==> src/rtl/dpram_defs.sv <==
// Shared definitions for the dual-port RAM self-test sequencer.
// Holds the FSM state encodings and the default RAM geometry.
package dpram_defs;
  typedef enum logic [2:0] {
    ST_IDLE  = 3'd0,
    ST_WRITE = 3'd1,
    ST_READ  = 3'd2,
    ST_DRAIN = 3'd3,
    ST_DONE  = 3'd4
  } state_t;

  localparam int DEF_ADDR_W = 4;
  localparam int DEF_DATA_W = 8;
endpackage

==> src/rtl/edge_detector.sv <==
// Two-flop rising-edge detector on a level input.
// The output is high for one cycle after the first edge that samples din = 1.
module edge_detector (
  input  logic clk,
  input  logic n_rst,
  input  logic din,
  output logic dout
);
  logic s1;
  logic s2;

  always_ff @(posedge clk or negedge n_rst) begin
    if (!n_rst) begin
      s1 <= 1'b0;
      s2 <= 1'b0;
    end else begin
      s1 <= din;
      s2 <= s1;
    end
  end

  assign dout = s1 & ~s2;
endmodule

==> src/rtl/dpram_bist_ctrl.sv <==
// Self-test sequencer for the dual-port RAM: writes a seeded ramp through port A,
// reads it back through port B, and reports pass/fail, error count and first bad address.
module dpram_bist_ctrl
  import dpram_defs::*;
#(
  parameter int ADDR_W = DEF_ADDR_W,
  parameter int DATA_W = DEF_DATA_W
) (
  input  logic              clk,
  input  logic              n_rst,
  input  logic              start,
  input  logic [DATA_W-1:0] seed,
  output logic              wr_en,
  output logic [ADDR_W-1:0] wr_addr,
  output logic [DATA_W-1:0] wr_data,
  output logic              rd_en,
  output logic [ADDR_W-1:0] rd_addr,
  input  logic [DATA_W-1:0] rd_data,
  output logic              busy,
  output logic              done,
  output logic              pass,
  output logic [ADDR_W:0]   err_cnt,
  output logic [ADDR_W-1:0] first_err_addr
);

  function automatic logic [DATA_W-1:0] pattern(input logic [DATA_W-1:0] base,
                                                input logic [ADDR_W-1:0] addr);
    return base + DATA_W'(addr);
  endfunction

  function automatic logic [ADDR_W:0] sat_inc(input logic [ADDR_W:0] c);
    return (&c) ? c : c + 1'b1;
  endfunction

  state_t              state, state_nx;
  logic [ADDR_W-1:0]   cnt, cnt_nx;
  logic [DATA_W-1:0]   seed_q, seed_nx;
  logic                start_rise;
  logic                launch;
  logic                mismatch;
  logic [ADDR_W:0]     err_cnt_nx;
  logic [ADDR_W-1:0]   first_err_nx;

  logic                vld_p1;
  logic [ADDR_W-1:0]   addr_p1;
  logic [DATA_W-1:0]   exp_p1;

  edge_detector u_start_edge (
    .clk   (clk),
    .n_rst (n_rst),
    .din   (start),
    .dout  (start_rise)
  );

  assign launch = (state == ST_IDLE) && start_rise;

  always_ff @(posedge clk or negedge n_rst) begin
    if (!n_rst) begin
      state  <= ST_IDLE;
      cnt    <= '0;
      seed_q <= '0;
    end else begin
      state  <= state_nx;
      cnt    <= cnt_nx;
      seed_q <= seed_nx;
    end
  end

  always_comb begin
    state_nx = state;
    cnt_nx   = cnt;
    seed_nx  = seed_q;
    case (state)
      ST_IDLE: begin
        if (start_rise) begin
          state_nx = ST_WRITE;
          cnt_nx   = '0;
          seed_nx  = seed;
        end
      end
      ST_WRITE: begin
        if (&cnt) begin
          state_nx = ST_READ;
          cnt_nx   = '0;
        end else begin
          cnt_nx = cnt + ADDR_W'(1);
        end
      end
      ST_READ: begin
        if (&cnt) begin
          state_nx = ST_DRAIN;
          cnt_nx   = '0;
        end else begin
          cnt_nx = cnt + ADDR_W'(1);
        end
      end
      ST_DRAIN: state_nx = ST_DONE;
      ST_DONE:  state_nx = ST_IDLE;
      default:  state_nx = ST_IDLE;
    endcase
  end

  // Compare stage: rd_data answers the read issued in the previous cycle
  always_comb begin
    mismatch     = vld_p1 && (rd_data != exp_p1);
    err_cnt_nx   = err_cnt;
    first_err_nx = first_err_addr;
    if (launch) begin
      err_cnt_nx   = '0;
      first_err_nx = '0;
    end else if (mismatch) begin
      if (err_cnt == '0) first_err_nx = addr_p1;
      err_cnt_nx = sat_inc(err_cnt);
    end
  end

  // Port and status registers, driven from next-state so they line up with the state
  always_ff @(posedge clk or negedge n_rst) begin
    if (!n_rst) begin
      wr_en          <= 1'b0;
      wr_addr        <= '0;
      wr_data        <= '0;
      rd_en          <= 1'b0;
      rd_addr        <= '0;
      busy           <= 1'b0;
      done           <= 1'b0;
      pass           <= 1'b0;
      err_cnt        <= '0;
      first_err_addr <= '0;
      vld_p1         <= 1'b0;
    end else begin
      wr_en          <= (state_nx == ST_WRITE);
      wr_addr        <= (state_nx == ST_WRITE) ? cnt_nx : '0;
      wr_data        <= (state_nx == ST_WRITE) ? pattern(seed_nx, cnt_nx) : '0;
      rd_en          <= (state_nx == ST_READ);
      rd_addr        <= (state_nx == ST_READ) ? cnt_nx : '0;
      busy           <= (state_nx != ST_IDLE);
      done           <= (state_nx == ST_DONE);
      err_cnt        <= err_cnt_nx;
      first_err_addr <= first_err_nx;
      vld_p1         <= rd_en;
      if (launch) pass <= 1'b0;
      else if (state_nx == ST_DONE) pass <= (err_cnt_nx == '0);
    end
  end

  // Expected-data pipeline, qualified by vld_p1
  always_ff @(posedge clk) begin
    addr_p1 <= rd_addr;
    exp_p1  <= pattern(seed_q, rd_addr);
  end

endmodule
==> config.mk <==
export PLATFORM = sky130hd
export DESIGN_NAME = dpram_bist_ctrl
export DESIGN_NICKNAME = d
export VERILOG_FILES = /design/src/rtl/dpram_defs.sv /design/src/rtl/edge_detector.sv /design/src/rtl/dpram_bist_ctrl.sv
export SDC_FILE = /design/constraint.sdc
export NUM_CORES = 1
export LEC_CHECK = 0
export ABC_AREA = 1
export CAP_MARGIN = 20
export CELL_PAD_IN_SITES_DETAIL_PLACEMENT = 1
export CELL_PAD_IN_SITES_GLOBAL_PLACEMENT = 2
export CORE_AREA = 8 8 103 105
export DETAILED_ROUTE_END_ITERATION = 10
export DIE_AREA = 0 0 111 113
export GPL_TIMING_DRIVEN = 0
export PLACE_DENSITY_LB_ADDON = 0.1
export SLEW_MARGIN = 25
export SYNTH_ARGS = -nofsm -noshare
export SYNTH_HDL_FRONTEND = slang
export SYNTH_HIERARCHICAL = 1
export SYNTH_SLANG_ARGS = --single-unit
==> constraint.sdc <==
create_clock -name clk -period 2.73 [get_ports clk]
set_clock_uncertainty 0.2 [all_clocks]
set_input_delay 0.546 -clock clk [delete_from_list [all_inputs] [get_ports clk]]
set_output_delay 0.546 -clock clk [all_outputs]
set_load 0.03 [all_outputs]
==> summary.txt <==
STA
  • Normalized max-slew margin: 57.8%
  • Slew @ Worst Pin: 0.633 ns
  • Tmin final: 2.62 ns
  • Setup Viol. Count Final: 0
  • Max-slew violation count: 0
  • Final TNS setup: 0 ns
  • Fmax achieved: around 380 MHz
  • Final worst slack: 0.115 ns
  • Final Hold Vio Count: 0
  • Final Cycle Share: 95.8%
  • RSZ-0062 raised after global routing: yes

Finish
  • Fillers: 1,047
  • Final #Nets: approximately 400
  • Post-route cell area: 0.00366 mm2
  • Antenna cells: 0
  • Layout cell share with drive strength beyond 1: 16.9%
  • Area Overhead vs Synth: 35.4%

Yosys
  • Syn avg cell area: 9.01 um2
  • Post-synthesis async set-or-reset flop share: 80.0%
  • Yosys warns: 6
  • Cells after Synth: 300
  • Primary FF master, synth: dfrtp_1
  • Synth unique cells: 31
  • Area leader, netlist: dfrtp_1
  • Area contributors post-synth: dfrtp_1, dfxtp_1, nand2_1
  • Seq/Total Area, Yosys: 53.3%
  • Synth top area share: between 40% and 50%
  • FF+latch count, synth: 60
  • Syn nets: 332
  • Post-synth EDFFs: 0
  • Cell Area, Synth: 0.00270 mm2

Flow run
  • Max Cap Viol: 0

Critical path
  • Worst Setup Path Type: register to register
  • Critical Path Start Type: register
  • Crit path capture type: register
  • Worst EP required: 2.76 ns
  • Crit-path max cell delay: 0.44 ns
  • Reg2reg start: state[2]
  • Worst EP arrival: 2.65 ns
  • CP delay by family, top: simple AND/OR/NAND/NOR gates
  • Worst Path Max Fanout: 9
  • CP max stage cell: dfrtp_2
  • Worst reg2reg endpoint: wr_data[7]
  • Worst-path cell chain: nor2_2 > nand3_1 > inv_4 > nor2_4 > a21oi_2 > inv_1 > ha_1 > inv_1 > nor2_1 > a211oi_2 > nor2_2 > o21ai_2 > nor2_1 > nand2_1 > nand2_1 > nand2_1 > nor2_1
  • Reg2reg path depth: 17
  • Flop-to-flop setup slack: around 0.11 ns
  • Buf/Inv on CP: 3

Clock tree
  • Root buf cell: clkbuf_8
  • CTS buffer count: 9
  • Cts hold-fix bufs: 0
  • Worst-Skew Late Latency: 0.34 ns
  • Clk slew on worst S/H paths: about 0.070 ns
  • CTS H-tree lvls: 3
  • CTS sink cnt: 60
  • CTS tree: done
  • Clock buffer depth: 2

Detailed routing
  • First-pass DRT Iterations: 3
  • Routed vias/inst: about 4.3
  • Final WL: 6.41 mm
  • DRC Markers: 0
  • Via count: approximately 2,100
  • Antenna Nets Post-Route: 0
  • Drt wl/cell: 13.3 um
  • DRT iter0 DRCs: 30

GRT
  • GR Util All Layers: 10.7%
  • Pin count of the biggest net entering global routing: 49
  • Vias in the first global route: between 2,000 and 2,500
  • First-pass GRT wire length: 10.7 mm
  • Overflow after GRT: 0
  • Initial antenna violation count: 0

Status
  • Outcome: finished clean

Placed design
  • IO Port Bufs: 48
  • Post-Place Setup Slack: -0.289 ns
  • Cell area after placement: 0.00332 mm2
  • HPWL after DPL: 4.87 mm
  • GP Congestion: between 0.7 and 0.8

Floorplanning
  • Die outline width: between 100 and 150 um
  • Core Footprint: roughly 0.009 mm2
  • Rows: 35
  • Die Height: 113 um
  • IO Pins: 49
  • Initial core utilization: 30.1%
  • Die ar.: 0.0125 mm2

Min path
  • Hold Path Class: primary input to asynchronous set/reset pin

Pwr
  • Leakage power total: about 1.8 nW
  • Pwr dens: 1190 mW/mm2
  • Worst vdd ir: 0.000735 V
[kinds of logic after synthesis]
| family | count (synthesis) | synth area share [%] |
|---|---|---|
| AOI/OAI and AO/OA | 36 | 8.19 |
| xor gates and xnor gates | 12 | 3.89 |
| adders and majority gates | 13 | 6.57 |
| buffers and inverters | 63 | 8.98 |
| DFF | 60 | 53.3 |
| and+or+nand+nor | 116 | 19.1 |
[stage by stage]
step | std cells | util, % | power (mW) | hold slack, ns
finish | 483 | 40.8 | 4.34 | 0.0162
global route | 483 | 40.8 | 4.74 | 0.0552
CTS | 479 | 40.2 | 4.33 | 0.0360
detailed placement | 459 | 37.0 | 3.34 | 0.173
global placement | 459 | 37.0 | 3.30 | 0.162
floorplan | 300 | - | 2.70 | 0.0504
[cell usage after synthesis, types with 3 or more instances]
| cell | number |
|---|---|
| nand2_1 | 55 |
| inv_1 | 53 |
| dfrtp_1 | 48 |
| nor2_1 | 31 |
| a21oi_1 | 13 |
| nand3_1 | 13 |
| o21ai_0 | 13 |
| dfxtp_1 | 12 |
| ha_1 | 11 |
| inv_2 | 7 |
| xor2_1 | 7 |
| xnor2_1 | 5 |
| nor3_1 | 4 |
| nor2_4 | 3 |
| o21ai_2 | 3 |
[flip-flops by register name, summed over array words and instances, names as in the netlist, 3 cells and up]
register        cells
exp_p1              8
seed_q              8
wr_data             8
err_cnt             5
addr_p1             4
cnt                 4
first_err_addr      4
rd_addr             4
wr_addr             4
state               3
[cell type report]
type                            instances  area (um2)  area share (%)
Clock buffer                           12         155            4.24
Multi-Input combinational cell        177        1070            29.3
Timing Repair Buffer                   57         558            15.2
Inverter                               61         234            6.39
Buffer                                  1        11.3           0.307
Sequential cell                        60        1440            39.4
Clock inverter                          4        47.5            1.30
Tap cell                              111         139            3.79
[report_power, final]
group          internal (mW)  switching (mW)
Combinational          0.893            1.29
Sequential              1.20           0.158
Clock                  0.468           0.341
[how the worst max path moves through the flow]
| stage | slack, ns | depth (start not counted) | from | end |
|---|---|---|---|---|
| detailed placement | -0.29 | 18 | u_start_edge/s1 | wr_data[7] |
| global placement | -0.59 | 1 | n_rst | err_cnt[1] |
| floorplan | 0.24 | 19 | state[2] | wr_data[7] |
| finish | 0.11 | 17 | state[2] | wr_data[7] |
| CTS | 0.007 | 17 | state[1] | wr_data[7] |
| global route | -0.14 | 17 | state[2] | wr_data[7] |
[repair_timing]
action	CTS	global route
gates resized for setup	10	6
pin swaps	5	3
endpoints found under the hold margin	0	0
setup buffers	5	4
setup endpoints to repair	4	3
[placed cells by master, fill, tap and decap left out, types with 2 or more instances in the layout]
cell type,count
clkbuf_8,11
inv_2,8
ha_1,10
inv_1,51
nor3_1,4
nand3_1,13
buf_4,9
nor2_4,3
dfxtp_1,12
clkdlybuf4s50_1,47
clkinv_2,2
xor2_1,7
nand2_1,53
inv_4,2
o21ai_0,13
xnor2_1,5
a21oi_1,12
nor2_2,4
nor2_1,29
or2_2,2
nand2_2,4
dfrtp_1,47
a21oi_2,2
o21ai_4,2
[routing by layer]
metal,share of wire (%),track usage [%]
met3,3.6,2.80
met5,0,0
met4,2.1,6.76
met1,43,11.3
met2,51,18.8
No activity file was read; power rests on OpenSTA's default activity.
